### src/rtl/gps_accum_reader_pkg.sv
// gps_accum_reader_pkg
//   Shared definitions for the accumulation snapshot reader: baseband word
//   offsets, FSM state encodings and the frame header layout.
package gps_accum_reader_pkg;

    // Word offsets inside the baseband register slave (byte addr = 4*offset)
    localparam logic [7:0] OFS_CH0_BASE  = 8'h04;
    localparam logic [7:0] OFS_STATUS    = 8'hE0;
    localparam logic [7:0] OFS_NEWDATA   = 8'hE1;
    localparam logic [7:0] OFS_ACCUM_CNT = 8'hE3;

    // STATUS bit that says a dump is available; NEW_DATA bit for channel 0
    localparam int STATUS_DUMP_BIT = 1;
    localparam int NEWDATA_CH0_BIT = 0;

    // Header word layout: {28'h0, new_data[0], 1'b0, status[1:0]}
    localparam int HDR_STAT_LSB = 0;
    localparam int HDR_NEW_BIT  = 3;

    typedef enum logic [2:0] {
        ST_IDLE,
        ST_RD_STAT,
        ST_RD_TS,
        ST_RD_NEW,
        ST_RD_CH,
        ST_STREAM
    } state_t;

    typedef enum logic {
        RD_IDLE,
        RD_ISSUE
    } rd_state_t;

    function automatic logic [31:0] hdr_word(input logic [1:0] status, input logic new_data);
        logic [31:0] w;
        w = 32'h0;
        w[HDR_STAT_LSB +: 2] = status;
        w[HDR_NEW_BIT]       = new_data;
        return w;
    endfunction

endpackage

### src/rtl/gps_accum_reader_wb_single_read.sv
// wb_single_read
//   One Wishbone classic read per req pulse, with an ack timeout.
//   Bus outputs are registered. cyc/stb drop on the edge that sees ack (or
//   timeout), and req is only honoured from RD_IDLE, so a requester that
//   registers its next req off 'done' always leaves one idle bus cycle
//   between strobes (the slave toggles ack).
// Ports:
//   clk, rst          clock, synchronous active-high reset
//   req, word_offset  start a read of ADDR_BASE + 4*word_offset
//   done              ack seen this cycle; data is valid alongside it
//   data              read data (wb_dat_i, meaningful with done)
//   timeout_err       TIMEOUT cycles elapsed without ack; read abandoned
//   wb_*              Wishbone initiator signals
module wb_single_read
    import gps_accum_reader_pkg::*;
#(
    parameter logic [31:0] ADDR_BASE = 32'h0000_0000,
    parameter int          TIMEOUT   = 255
) (
    input  logic        clk,
    input  logic        rst,
    input  logic        req,
    input  logic [7:0]  word_offset,
    output logic        done,
    output logic [31:0] data,
    output logic        timeout_err,
    output logic [31:0] wb_adr_o,
    output logic        wb_cyc_o,
    output logic        wb_stb_o,
    output logic [3:0]  wb_sel_o,
    input  logic [31:0] wb_dat_i,
    input  logic        wb_ack_i
);

    localparam logic [7:0] TO_LAST = 8'(TIMEOUT - 1);

    rd_state_t  state;
    logic [7:0] wait_cnt;

    // An ack on the same edge the counter expires wins over the timeout.
    assign done        = (state == RD_ISSUE) && wb_ack_i;
    assign timeout_err = (state == RD_ISSUE) && !wb_ack_i && (wait_cnt == TO_LAST);
    assign data        = wb_dat_i;

    always_ff @(posedge clk) begin
        if (rst) begin
            state    <= RD_IDLE;
            wait_cnt <= 8'd0;
            wb_adr_o <= 32'h0;
            wb_cyc_o <= 1'b0;
            wb_stb_o <= 1'b0;
            wb_sel_o <= 4'h0;
        end else begin
            case (state)
                RD_IDLE: begin
                    // A late ack while idle lands here and is ignored.
                    if (req) begin
                        state    <= RD_ISSUE;
                        wait_cnt <= 8'd0;
                        wb_adr_o <= ADDR_BASE + {22'h0, word_offset, 2'b00};
                        wb_cyc_o <= 1'b1;
                        wb_stb_o <= 1'b1;
                        wb_sel_o <= 4'hF;
                    end
                end
                RD_ISSUE: begin
                    if (done || timeout_err) begin
                        state    <= RD_IDLE;
                        wb_cyc_o <= 1'b0;
                        wb_stb_o <= 1'b0;
                        wb_sel_o <= 4'h0;
                    end else begin
                        wait_cnt <= wait_cnt + 8'd1;
                    end
                end
                default: state <= RD_IDLE;
            endcase
        end
    end

endmodule

### src/rtl/gps_accum_reader.sv
// gps_accum_reader
//   Wishbone initiator that drains a baseband accumulation snapshot on a
//   rising edge of start: STATUS, optionally the accum count, NEW_DATA and,
//   when channel 0 dumped, CH_REGS channel words. The frame is buffered and
//   streamed out over a valid/ready port.
//   Optional build macro GPS_ACCUM_READER_TIMESTAMP_EN inserts an accum_count
//   read (offset 8'hE3) after STATUS and places {8'h0, count} as word 1.
// Ports:
//   clk, rst                      clock, synchronous active-high reset
//   start                         trigger level (rising edge = frame request)
//   wb_adr_o..wb_ack_i            Wishbone initiator (read only)
//   out_data/out_valid/out_ready  frame word stream, out_last on final word
//   busy                          FSM not idle
//   err                           sticky bus timeout, cleared by next frame
//   missed_cnt                    saturating count of dropped triggers
module gps_accum_reader
    import gps_accum_reader_pkg::*;
#(
    parameter logic [31:0] ADDR_BASE = 32'h0000_0000,
    parameter int          CH_REGS   = 10,
    parameter int          TIMEOUT   = 255
) (
    input  logic        clk,
    input  logic        rst,
    input  logic        start,
    output logic [31:0] wb_adr_o,
    output logic [31:0] wb_dat_o,
    input  logic [31:0] wb_dat_i,
    output logic [3:0]  wb_sel_o,
    output logic        wb_cyc_o,
    output logic        wb_stb_o,
    output logic        wb_we_o,
    input  logic        wb_ack_i,
    output logic [31:0] out_data,
    output logic        out_valid,
    input  logic        out_ready,
    output logic        out_last,
    output logic        busy,
    output logic        err,
    output logic [7:0]  missed_cnt
);

`ifdef GPS_ACCUM_READER_TIMESTAMP_EN
    localparam int HDR_WORDS = 2;
`else
    localparam int HDR_WORDS = 1;
`endif
    localparam int FRAME_MAX = HDR_WORDS + CH_REGS;
    localparam int IW        = $clog2(FRAME_MAX + 1);

    typedef logic [IW-1:0] idx_t;
    localparam idx_t IDX_ONE   = idx_t'(1);
    localparam idx_t LEN_SHORT = idx_t'(HDR_WORDS);
    localparam idx_t LEN_FULL  = idx_t'(FRAME_MAX);
    localparam idx_t CH_LAST   = idx_t'(CH_REGS - 1);

    state_t      state;
    logic        start_q;
    logic        start_edge;
    logic        pending;
    logic [1:0]  status_q;
    idx_t        ch_idx;
    idx_t        out_idx;
    idx_t        frame_len;
    idx_t        next_ch;
    idx_t        next_out;
    logic        rd_req;
    logic [7:0]  rd_ofs;
    logic        rd_done;
    logic        rd_to;
    logic [31:0] rd_data;

    logic [31:0] frame_buf [FRAME_MAX];
    logic        buf_we;
    idx_t        buf_wa;
    logic [31:0] buf_wd;

    assign start_edge = start & ~start_q;
    assign next_ch    = ch_idx + IDX_ONE;
    assign next_out   = out_idx + IDX_ONE;
    assign busy       = (state != ST_IDLE);
    assign wb_dat_o   = 32'h0;
    assign wb_we_o    = 1'b0;

    wb_single_read #(
        .ADDR_BASE (ADDR_BASE),
        .TIMEOUT   (TIMEOUT)
    ) u_rd (
        .clk         (clk),
        .rst         (rst),
        .req         (rd_req),
        .word_offset (rd_ofs),
        .done        (rd_done),
        .data        (rd_data),
        .timeout_err (rd_to),
        .wb_adr_o    (wb_adr_o),
        .wb_cyc_o    (wb_cyc_o),
        .wb_stb_o    (wb_stb_o),
        .wb_sel_o    (wb_sel_o),
        .wb_dat_i    (wb_dat_i),
        .wb_ack_i    (wb_ack_i)
    );

    // Where each completed read lands in the frame buffer.
    always_comb begin
        buf_we = 1'b0;
        buf_wa = '0;
        buf_wd = rd_data;
        if (rd_done) begin
            case (state)
                ST_RD_NEW: begin
                    buf_we = 1'b1;
                    buf_wd = hdr_word(status_q, rd_data[NEWDATA_CH0_BIT]);
                end
`ifdef GPS_ACCUM_READER_TIMESTAMP_EN
                ST_RD_TS: begin
                    buf_we = 1'b1;
                    buf_wa = IDX_ONE;
                    buf_wd = {8'h0, rd_data[23:0]};
                end
`endif
                ST_RD_CH: begin
                    buf_we = 1'b1;
                    buf_wa = ch_idx + LEN_SHORT;
                end
                default: buf_we = 1'b0;
            endcase
        end
    end

    // Frame storage carries no reset; contents are only read after a full fill.
    always_ff @(posedge clk) begin
        if (buf_we) frame_buf[buf_wa] <= buf_wd;
    end

    always_ff @(posedge clk) begin
        if (rst) begin
            state      <= ST_IDLE;
            start_q    <= start;   // a level already high at reset is not an edge
            pending    <= 1'b0;
            missed_cnt <= 8'h00;
            err        <= 1'b0;
            status_q   <= 2'b00;
            ch_idx     <= '0;
            out_idx    <= '0;
            frame_len  <= '0;
            rd_req     <= 1'b0;
            rd_ofs     <= 8'h00;
            out_valid  <= 1'b0;
            out_data   <= 32'h0;
            out_last   <= 1'b0;
        end else begin
            start_q <= start;
            rd_req  <= 1'b0;

            // One request can wait behind the running frame; extras are counted.
            if (state != ST_IDLE && start_edge) begin
                if (pending) begin
                    if (missed_cnt != 8'hFF) missed_cnt <= missed_cnt + 8'd1;
                end else begin
                    pending <= 1'b1;
                end
            end

            if (rd_to) begin
                err   <= 1'b1;
                state <= ST_IDLE;
            end else begin
                case (state)
                    ST_IDLE: begin
                        if (start_edge || pending) begin
                            if (start_edge && pending && missed_cnt != 8'hFF)
                                missed_cnt <= missed_cnt + 8'd1;
                            pending <= 1'b0;
                            err     <= 1'b0;
                            state   <= ST_RD_STAT;
                            rd_req  <= 1'b1;
                            rd_ofs  <= OFS_STATUS;
                        end
                    end
                    ST_RD_STAT: begin
                        if (rd_done) begin
                            status_q <= rd_data[1:0];
                            if (!rd_data[STATUS_DUMP_BIT]) begin
                                state <= ST_IDLE;    // spurious trigger
                            end else begin
                                rd_req <= 1'b1;
`ifdef GPS_ACCUM_READER_TIMESTAMP_EN
                                state  <= ST_RD_TS;
                                rd_ofs <= OFS_ACCUM_CNT;
`else
                                state  <= ST_RD_NEW;
                                rd_ofs <= OFS_NEWDATA;
`endif
                            end
                        end
                    end
                    ST_RD_TS: begin
                        if (rd_done) begin
                            state  <= ST_RD_NEW;
                            rd_req <= 1'b1;
                            rd_ofs <= OFS_NEWDATA;
                        end
                    end
                    ST_RD_NEW: begin
                        if (rd_done) begin
                            out_idx <= '0;
                            if (rd_data[NEWDATA_CH0_BIT]) begin
                                state     <= ST_RD_CH;
                                ch_idx    <= '0;
                                frame_len <= LEN_FULL;
                                rd_req    <= 1'b1;
                                rd_ofs    <= OFS_CH0_BASE;
                            end else begin
                                state     <= ST_STREAM;
                                frame_len <= LEN_SHORT;
                            end
                        end
                    end
                    ST_RD_CH: begin
                        if (rd_done) begin
                            if (ch_idx == CH_LAST) begin
                                state <= ST_STREAM;
                            end else begin
                                ch_idx <= next_ch;
                                rd_req <= 1'b1;
                                rd_ofs <= OFS_CH0_BASE + 8'(next_ch);
                            end
                        end
                    end
                    ST_STREAM: begin
                        // out_idx always names the word currently presented.
                        if (!out_valid) begin
                            out_valid <= 1'b1;
                            out_data  <= frame_buf[out_idx];
                            out_last  <= (out_idx == frame_len - IDX_ONE);
                        end else if (out_ready) begin
                            if (out_last) begin
                                out_valid <= 1'b0;
                                out_last  <= 1'b0;
                                state     <= ST_IDLE;
                            end else begin
                                out_idx  <= next_out;
                                out_data <= frame_buf[next_out];
                                out_last <= (next_out == frame_len - IDX_ONE);
                            end
                        end
                    end
                    default: state <= ST_IDLE;
                endcase
            end
        end
    end

endmodule
### config.mk
export PLATFORM = sky130hd
export DESIGN_NAME = gps_accum_reader
export DESIGN_NICKNAME = d
export VERILOG_FILES = /design/src/rtl/gps_accum_reader_pkg.sv /design/src/rtl/gps_accum_reader_wb_single_read.sv /design/src/rtl/gps_accum_reader.sv
export SDC_FILE = /design/constraint.sdc
export NUM_CORES = 1
export LEC_CHECK = 0
export ABC_AREA = 0
export CAP_MARGIN = 20
export CORE_UTILIZATION = 55
export CTS_CLUSTER_DIAMETER = 200
export CTS_CLUSTER_SIZE = 10
export DETAILED_ROUTE_END_ITERATION = 10
export PLACE_DENSITY = 0.82
export SLEW_MARGIN = 20
export SYNTH_ARGS = -nofsm -noshare
export SYNTH_HDL_FRONTEND = slang
export SYNTH_SLANG_ARGS = --single-unit
### constraint.sdc
create_clock -name clk -period 6.6 [get_ports clk]
set_input_delay 1.32 -clock clk [delete_from_list [all_inputs] [get_ports clk]]
set_output_delay 1.32 -clock clk [all_outputs]
set_load 0.01 [all_outputs]
# ---- Yosys cells after proc, flatten, opt, wreduce, memory -nomap -nowiden
# Memory sizes are Yosys's and may differ from the RTL's. A register that Yosys moved wholly into a read port is not among the register bits.
# Cells that the tools add are included.
dict set report word_totals {
  wordCells 175
  n_memories 1
  latchBits 0
  romBits 0
  reg_bits 93
  ram_bits 352
}
# memory depth word_bits read_ports rd_ports_with_merged_regs write_ports line_no
set mem_list {}
lappend mem_list {frame_buf 11 32 2 1 1 gps_accum_reader.sv:73} ;# logic [31:0] frame_buf [FRAME_MAX];
dict set report classes {
  muxes 86
  n_bitwise 4
  n_mul 0
  n_shift 0
  div 0
  n_eq_ne 28
  reduce_logical 31
  n_addsub 6
  n_lt_le_gt_ge 0
}
# op count
set ops {}
lappend ops {{32-bit 2-to-1 mux} 5}
lappend ops {{8-bit 2-to-1 mux} 17}
lappend ops {{4-bit 2-to-1 mux} 15}
lappend ops {{8-bit case mux with 5 select lines} 1}
lappend ops {{1-bit 2-to-1 mux} 30}
lappend ops {{3-bit 2-to-1 mux} 9}
lappend ops {{2-bit inequality test, second input constant} 13}
lappend ops {{4-bit case mux with 2 select lines} 3}
lappend ops {{3-bit case mux with 6 select lines} 1}
lappend ops {{8-bit by 1-bit adder with 8-bit output, second input constant} 2}
lappend ops {{8-bit case mux with 2 select lines} 1}
lappend ops {{6-bit AND reduction} 2}
lappend ops {{2-bit by 1-bit inequality test with 1-bit output, second input constant} 5}
lappend ops {{10-bit AND reduction} 1}
lappend ops {{2-bit AND reduction} 5}
lappend ops {{3-bit AND reduction} 3}
lappend ops {{9-bit AND reduction} 1}
lappend ops {{4-bit by 1-bit adder with 4-bit output, second input constant} 2}
lappend ops {{4-bit equality test} 2}
lappend ops {{8-bit equality test, second input constant} 1}
lappend ops {{8-bit inequality test, second input constant} 1}
lappend ops {{2-bit nonzero test} 4}
lappend ops {{3-bit by 2-bit equality test with 1-bit output, second input constant} 2}
lappend ops {{3-bit equality test, second input constant} 2}
lappend ops {{17 further kinds} 27}

# ---- Longest topological paths before layout
# Gate-level depths: netlist of the first run.
dict set report depth {
  word_depth 8
  ltp_mapped 10
  ltp_nobuf 7
}

# ---- Hierarchy
# A second synthesis of the first run with hierarchy kept.
dict set report unflattened {
  hier_cells 1662
  hier_area_um2 21665.8
}
# mod cells_each instances area_per_inst_um2
set by_module_without_submodules {}
lappend by_module_without_submodules {gps_accum_reader 1494 1 20363.3}
lappend by_module_without_submodules {wb_single_read 168 1 1302.5}

# ---- Worst setup path after synthesis of the first run
# No wires, ideal clock.
dict set report synth_path {
  path_type {in2reg}
  start {input port wb_ack_i}
  end {memory frame_buf[3][0] (enable)}
  arrival_ns 5.162
  path_buffers 0
  path_slack_ns 0.925
  path_stages 3
  required_ns 6.087
  cell_sequence {nand2_1 > nor3_1 > nor4b_1}
}
dict set report synth_via {
  elab_chain_len 4
  word_cells_on_any_way 5
  cone_classes {mux: 4; reduce/logical: 1}
}
# element line_no
set synth_lines {}
lappend synth_lines {{start, declared} gps_accum_reader.sv:33} ;# input logic wb_ack_i,
lappend synth_lines {{1-bit logical AND (*)} gps_accum_reader_wb_single_read.sv:41} ;# assign done = (state == RD_ISSUE) && wb_ack_i;
lappend synth_lines {{1-bit 2-to-1 mux} gps_accum_reader.sv:109} ;# if (rd_done) begin
lappend synth_lines {{1-bit 2-to-1 mux} gps_accum_reader.sv:133} ;# if (buf_we) frame_buf[buf_wa] <= buf_wd;
lappend synth_lines {{1-bit 2-to-1 mux (implied by the code)} gps_accum_reader.sv:133}
lappend synth_lines {{end, declared} gps_accum_reader.sv:73}
# Mark *: on every way between the ends. The rest lies on a longest branch, timed or not.

# ---- Final worst setup path of the first run
dict set report layout_path {
  start {register out_idx[0]}
  end {register out_data[23]}
}
dict set report layout_via {
  elab_chain_len 5
}
# element line_no
set layout_lines {}
lappend layout_lines {{start, declared} gps_accum_reader.sv:63} ;# idx_t out_idx;
lappend layout_lines {{start signal, assigned} gps_accum_reader.sv:243} ;# out_idx <= next_out;
lappend layout_lines {{4-bit by 1-bit adder with 4-bit output} gps_accum_reader.sv:80} ;# assign next_out = out_idx + IDX_ONE;
lappend layout_lines {{memory read 11 x 32 bit} -}
lappend layout_lines {{32-bit 2-to-1 mux} gps_accum_reader.sv:238} ;# if (out_last) begin
lappend layout_lines {{32-bit 2-to-1 mux} gps_accum_reader.sv:237} ;# end else if (out_ready) begin
lappend layout_lines {{32-bit 2-to-1 mux} gps_accum_reader.sv:233} ;# if (!out_valid) begin
lappend layout_lines {{end signal, assigned} gps_accum_reader.sv:235} ;# out_data <= frame_buf[out_idx];
lappend layout_lines {{end signal, assigned} gps_accum_reader.sv:244} ;# out_data <= frame_buf[next_out];
lappend layout_lines {{end, declared} gps_accum_reader.sv:34} ;# output logic [31:0] out_data,
# Every way passes these cells. The select of a mux whose other input is x is not followed.
# A chain may end at the register's enable or synchronous reset.

==> impl_metrics.py, run 1 <==
metrics = {
    "layout": {
        "syn_to_final_growth_pct": 11.6,
        "nNetsFinal": 1747,
        "layout.cells.most_common": "edfxtp_1",
        "drive_gt1_share_pct": 11.5,
        "final_cell_mix": "edfxtp_1, mux2i_1, clkdlybuf4s50_1",
        "stdcell_area_sq_mm": 0.0237,
        "stdcell_count": 2248,
        "num_antenna_cells": 0,
    },
    "placed_design": {
        "dpl_cell_area_sq_mm": 0.0223,
        "place_inst": 2161,
        "pre_cts_ws_ns": 2.49,
        "globalplace.congestion": 0.848,
        "hpwlAfterDp_mm": 28.6,
        "io_buffers": 94,
    },
    "pwr": {
        "intPower_mw": 4.48,
        "p_total_mw": 5.68,
        "p_leak_nw": 7.35,
        "ir_drop_uv": 198,
        "clockPowerShare_pct": 42.7,
        "p_switching_mw": 1.20,
        "power_density_mw_per_mm2": 240,
        "p_comb_share_pct": 4.1,
        "sequentialPowerShare_pct": 53.3,
        "swShare_pct": 21.2,
    },
    "global_routing": {
        "use_met1_pct": 35.2,
        "grt_max_degree": 92,
        "grt_pass1_vias": 14800,
        "antenna_found_initial": 1,
        "busiest_layer": "met2",
        "grt_pass1_wl_mm": 81.3,
        "grt_overflow": 0,
        "use_met3_pct": 4.49,
        "grt_usage_pct": 27.2,
        "global_route.usage.met2_pct": 44.9,
    },
    "setup_path": {
        "critPathKind": "reg2reg",
        "crit_fanout": 81,
        "worst_ep_arrival_time_ns": 4.37,
        "cp.required_ns": 7.05,
        "worstSetupStartpointType": "register",
        "crit_path_end_kind": "register",
    },
    "yosys": {
        "ys_warn_count": 0,
        "ys_ff_latch": 439,
        "synth_edf_count": 352,
        "yosys.area.top_type": "edfxtp_1",
        "synth_area_per_cell_sq_um": 12.8,
        "syn_area_sq_mm": 0.0212,
        "yosysSeqAreaShare_pct": 58.0,
        "synth-main-ff-cell": "edfxtp_1",
        "async_reset_ff_share_pct": 0,
        "ys_top_cells_by_area": "edfxtp_1, dfxtp_1, mux2i_1, mux4_2, buf_4",
        "synth_cell_types": 72,
        "synth_cells": 1663,
        "netlist.area_leader.share_pct": 49.8,
    },
    "flow_run": {
        "maxCapViolations": 0,
    },
    "floorplanning": {
        "die_area_sq_mm": 0.0394,
        "core_sq_mm": 0.0378,
        "start_util_pct": 56.1,
        "ios": 152,
        "die_h_um": 199,
        "die_w_um": 199,
        "std_cell_rows": 71,
    },
    "timing": {
        "fmax_mhz": 255,
        "finalHoldViolCount": 0,
        "fin_crit_ns": 3.92,
        "grt_setup_unrepaired": "false",
        "clock-skew-final_ns": 0.0130,
        "setup_viol": 0,
        "maxSlewViolCount": 0,
        "max_slew_margin_pct": 25.8,
        "period_share_pct": 59.4,
        "timing.final.ws_setup_ns": 2.68,
        "tns_ns": 0,
        "tightest_slew_ns": 1.11,
    },
    "status": {
        "outcome": "finished clean",
    },
    "routing": {
        "drc": 0,
        "via_per_inst": 6.54,
        "vias": 14700,
        "firstDrtPassIters": 6,
        "post_drt_wl_per_cell_um": 23.7,
        "wirelength_mm": 53.3,
        "drtAntennaViolNets": 0,
        "drtIter0Drc": 1482,
    },
    "cts": {
        "cts_tree": "yes",
        "h-tree-depth": 2,
        "ctsHoldBuffers": 0,
        "cts_setup_buffers": 0,
        "clock-sinks": 439,
        "clk_latency_ns": 0.56,
        "clk_pin_slew_worst_paths_ns": 0.06,
        "clockRootBuffer": "clkbuf_16",
        "cts.repair.resized": 0,
        "clock_path_buffers": 3,
        "cts_buffers": 49,
    },
    "hold_path": {
        "min_path_type": "reg2reg",
    },
}
-- per-layer routing --
layer / share of wire, % / wire length (um)
met5: 0 / 0
met4: 4.2 / 2210
met3: 10 / 5440
met2: 48 / 25400
met1: 38 / 20200
-- through the flow --
step,hold slack [ns],util [%]
after floorplan,0.430,-
after global placement,0.444,59.0
after detailed placement,0.441,59.0
after CTS,0.457,62.6
after global routing,0.478,62.6
final,0.451,62.6
-- path summary, 6_finish.rpt --
check	to	startpoint	slack, ns	cells past startpoint
worst max-delay path	out_data[23]	out_idx[0]	2.68	6
worst min-delay path	out_data[9]	out_data[9]	0.45	2
worst max register to register	out_data[23]	out_idx[0]	2.68	6
worst min register to register	out_data[9]	out_data[9]	0.45	2
-- state kept, by name, indices dropped and copies added, names as in the netlist, 2 cells and up, named ones only --
register,cells
missed_cnt,8
ch_idx,4
out_idx,4
frame_len,2
u_rd.wait_cnt,8
frame_buf,352
rd_ofs,6
u_rd.wb_adr_o,6
status_q,2
out_data,32
state,3
-- cells in the mapped netlist (3+ instances only) --
master     number
or2_1           3
nand2b_1        7
inv_1          13
nand4_1         6
and2_1         31
ha_1            9
clkbuf_1       70
or3_1           6
o21ai_0        60
buf_2          36
a211oi_1       56
nand2_1        92
mux2i_1       164
a31oi_1        54
xnor2_1         8
xor2_1         13
and3_1          9
nor3_1         39
nand3_1        11
a21oi_1        40
or2_2           3
o311ai_0       15
nand3b_1        3
o31ai_1        18
mux4_2         47
edfxtp_1      352
nor2_1         97
nor2b_1        54
a2111oi_0      34
o211ai_1       17
o22ai_1        34
buf_1           4
a22o_1         15
mux2_2         36
dfxtp_1        87
buf_4          80
-- final cells by class --
cell class	count	area (sq um)
fill	2718	14100
sequential	439	12300
multi-input combinational	1074	8160
clock buffer	87	1370
timing repair buffer	123	1160
tap	511	639
inverter	14	52.6
-- cells by family (layout without fill, tap and decap cells) --
family                     after synthesis  in the layout  share of synthesized area (%)
adders and majority gates                9              9                          0.530
buffers and inverters                  206            224                           5.31
DFF                                    439            439                           58.0
xor gates and xnor gates                21             21                          0.866
muxes                                  247            247                           14.6
AOI/OAI and AO/OA                      365            365                           11.9
other                                    1             57                         0.0177
and+or+nand+nor                        375            375                           8.79
-- power groups by stage --
stage	Combinational, mW	Sequential [mW]	Clock, mW
after floorplan	0.186	3.07	0
after global placement	0.223	3.08	0
after detailed placement	0.228	3.08	0
after CTS	0.230	3.03	2.44
after global routing	0.256	3.03	2.54
final	0.230	3.03	2.42
-- critical path, stage by stage, from the launching register on --
cell and delay, ns:
dfxtp_4 0.88, ha_4 0.80, buf_4 0.93, mux4_2 0.61, nor2_1 0.12, o311ai_0 0.13, a22o_1 0.26
No activity file was read; power rests on OpenSTA's default activity.
==> run 2: changes to the inputs <==
--- a/config.mk
+++ b/config.mk
@@ -7,11 +7,11 @@
 export LEC_CHECK = 0
 export ABC_AREA = 0
 export CAP_MARGIN = 20
-export CORE_UTILIZATION = 55
+export CORE_UTILIZATION = 54
 export CTS_CLUSTER_DIAMETER = 200
 export CTS_CLUSTER_SIZE = 10
 export DETAILED_ROUTE_END_ITERATION = 10
-export PLACE_DENSITY = 0.82
+export PLACE_DENSITY = 0.84
 export SLEW_MARGIN = 20
 export SYNTH_ARGS = -nofsm -noshare
 export SYNTH_HDL_FRONTEND = slang
==> constraint.sdc (replaced) <==
create_clock -name clk -period 3.6 [get_ports clk]
set_input_delay 0.72 -clock clk [delete_from_list [all_inputs] [get_ports clk]]
set_output_delay 0.72 -clock clk [all_outputs]
set_load 0.01 [all_outputs]
==> run 2 against run 1 <==
Worst hold slack gained 0.0024 ns. Power increased by 85%. Flip-flop and latch count is the same. Final cell count increased by 1.2%. Clock-buffer cell count rose by 2. Global-route usage increased by 0.24 points. Critical path depth shrank 3. Utilization is 0.38 points lower. Final area rose by 1.7%. Register-to-register slack got worse by 1.7 ns. Critical path type is now reg2out. Largest power group unchanged.
==> impl_metrics.py, run 2 (synthesis gave the netlist of run 1 again) <==
metrics = {
    "global_routing": {
        "grt_overflow": 0,
        "grt_pass1_wl_mm": 85.5,
        "antenna_found_initial": 1,
        "grt_pass1_vias": 15100,
        "grt_usage_pct": 27.4,
        "grt_max_degree": 135,
    },
    "timing": {
        "setup_viol": 0,
        "grt_setup_unrepaired": "false",
        "maxSlewViolCount": 0,
        "fmax_mhz": 349,
        "hold_slack_ns": 0.453,
        "fin_crit_ns": 2.86,
        "tightest_slew_ns": 0.926,
        "max_slew_margin_pct": 38.3,
        "period_share_pct": 79.6,
        "finalHoldViolCount": 0,
        "clock-skew-final_ns": 0.0210,
        "tns_ns": 0,
    },
    "pwr": {
        "ir_drop_uv": 464,
        "p_leak_nw": 7.53,
        "power_density_mw_per_mm2": 436,
    },
    "cts": {
        "ctsHoldBuffers": 0,
        "cts_setup_buffers": 0,
        "cts.repair.resized": 0,
        "clk_pin_slew_worst_paths_ns": 0.06,
        "clk_latency_ns": 0.56,
        "clockRootBuffer": "clkbuf_16",
        "cts_tree": "yes",
        "clock-sinks": 439,
        "h-tree-depth": 2,
        "clock_path_buffers": 3,
        "cts_buffers": 49,
    },
    "setup_path": {
        "crit_path_top_delay_cell": "dfxtp_1",
        "reg2reg_to": "frame_buf[1][30]",
        "crit_fanout": 15,
        "worst_ep_arrival_time_ns": 2.14,
        "cp_cell_sequence": "nor3_1 > inv_1 > clkdlybuf4s50_1",
        "r2r_cells": 5,
        "crit_path_end_kind": "primary output",
        "slowest_delay_ns": 0.67,
        "worstSetupStartpointType": "register",
        "reg2reg_from": "state[2]",
        "critPathKind": "reg2out",
        "cp.required_ns": 2.88,
        "r2r_slack_ns": 0.93,
    },
    "routing": {
        "post_drt_wl_per_cell_um": 24.5,
        "drtAntennaViolNets": 0,
        "wirelength_mm": 55.8,
        "vias": 15000,
        "drc": 0,
        "via_per_inst": 6.60,
        "drtIter0Drc": 1883,
        "firstDrtPassIters": 6,
    },
    "layout": {
        "layout.cells.most_common": "edfxtp_1",
        "nNetsFinal": 1765,
        "top_regs": "frame_buf: 352 flops, out_data: 32 flops",
        "drive_gt1_share_pct": 12.4,
        "largest_register_ffs": 352,
        "syn_to_final_growth_pct": 13.5,
        "final_cell_mix": "edfxtp_1, mux2i_1, clkdlybuf4s50_1",
        "top_register": "frame_buf",
        "num_antenna_cells": 0,
    },
    "status": {
        "outcome": "finished clean",
    },
    "floorplanning": {
        "start_util_pct": 54.8,
        "ios": 152,
        "std_cell_rows": 72,
        "die_w_um": 200,
        "die_area_sq_mm": 0.0401,
        "die_h_um": 200,
        "core_sq_mm": 0.0387,
    },
    "placed_design": {
        "hpwlAfterDp_mm": 31.5,
        "io_buffers": 94,
        "globalplace.congestion": 0.840,
    },
    "hold_path": {
        "min_path_type": "reg2reg",
        "min_from": "out_data[17]",
        "hold-path-endpoint": "out_data[17]",
        "hold_path_depth": 2,
    },
    "flow_run": {
        "maxCapViolations": 0,
    },
}
## run 2: cell types whose count changed in the layout (fill, tap and decap cells not counted), sizes merged
cell / delta
buf: +18
clkbuf: +2
inv: +1
## run 2: per-stage QoR
stage | setup WS (ns) | utilization, % | power (mW) | instance area (sq um) | cells
after floorplan | 0.145 | - | 5.97 | 21500 | 1719
after global placement | 0.529 | 58.6 | 6.07 | 22700 | 2186
after detailed placement | 0.471 | 58.6 | 6.08 | 22700 | 2186
after CTS | 0.754 | 62.3 | 10.5 | 24100 | 2276
after global routing | 0.654 | 62.3 | 10.8 | 24100 | 2276
final | 0.736 | 62.3 | 10.5 | 24100 | 2276
## run 2: final cells by class
type                       count  area, sq um
tap                          518          648
inverter                      14         52.6
fill                        2678        14600
timing repair buffer         141         1490
clock inverter                 1         8.76
sequential                   439        12300
multi-input combinational   1074         8170
clock buffer                  89         1420
## run 2: worst max-delay path by stage
stage / startpoint / to / cells past startpoint
2_1_floorplan: wb_ack_i / frame_buf[3][0] / 3
3_3_place_gp: wb_ack_i / frame_buf[1][23] / 6
3_5_place_dp: wb_ack_i / frame_buf[1][23] / 6
4_1_cts: state[2] / busy / 3
5_1_grt: state[2] / busy / 3
6_report: state[2] / busy / 3
## run 2: layer usage
layer / share of wire (%) / global-route usage, %
met1: 36 / 35.4
met4: 3.9 / 12.2
met2: 49 / 45.9
met5: 0 / 0
met3: 11 / 4.38
## run 2: power by group
group	internal [mW]	switching [mW]	leakage, nW
Clock	2.64	1.91	0.678
Combinational	0.170	0.260	2.98
Sequential	5.50	0.0492	3.87
## run 2: critical path: cells and delay by family, from the launching register on
family / cells / cell delay (ns)
and+or+nand+nor: 1 / 0.20
buffers and inverters: 2 / 0.73
DFF: 1 / 0.67
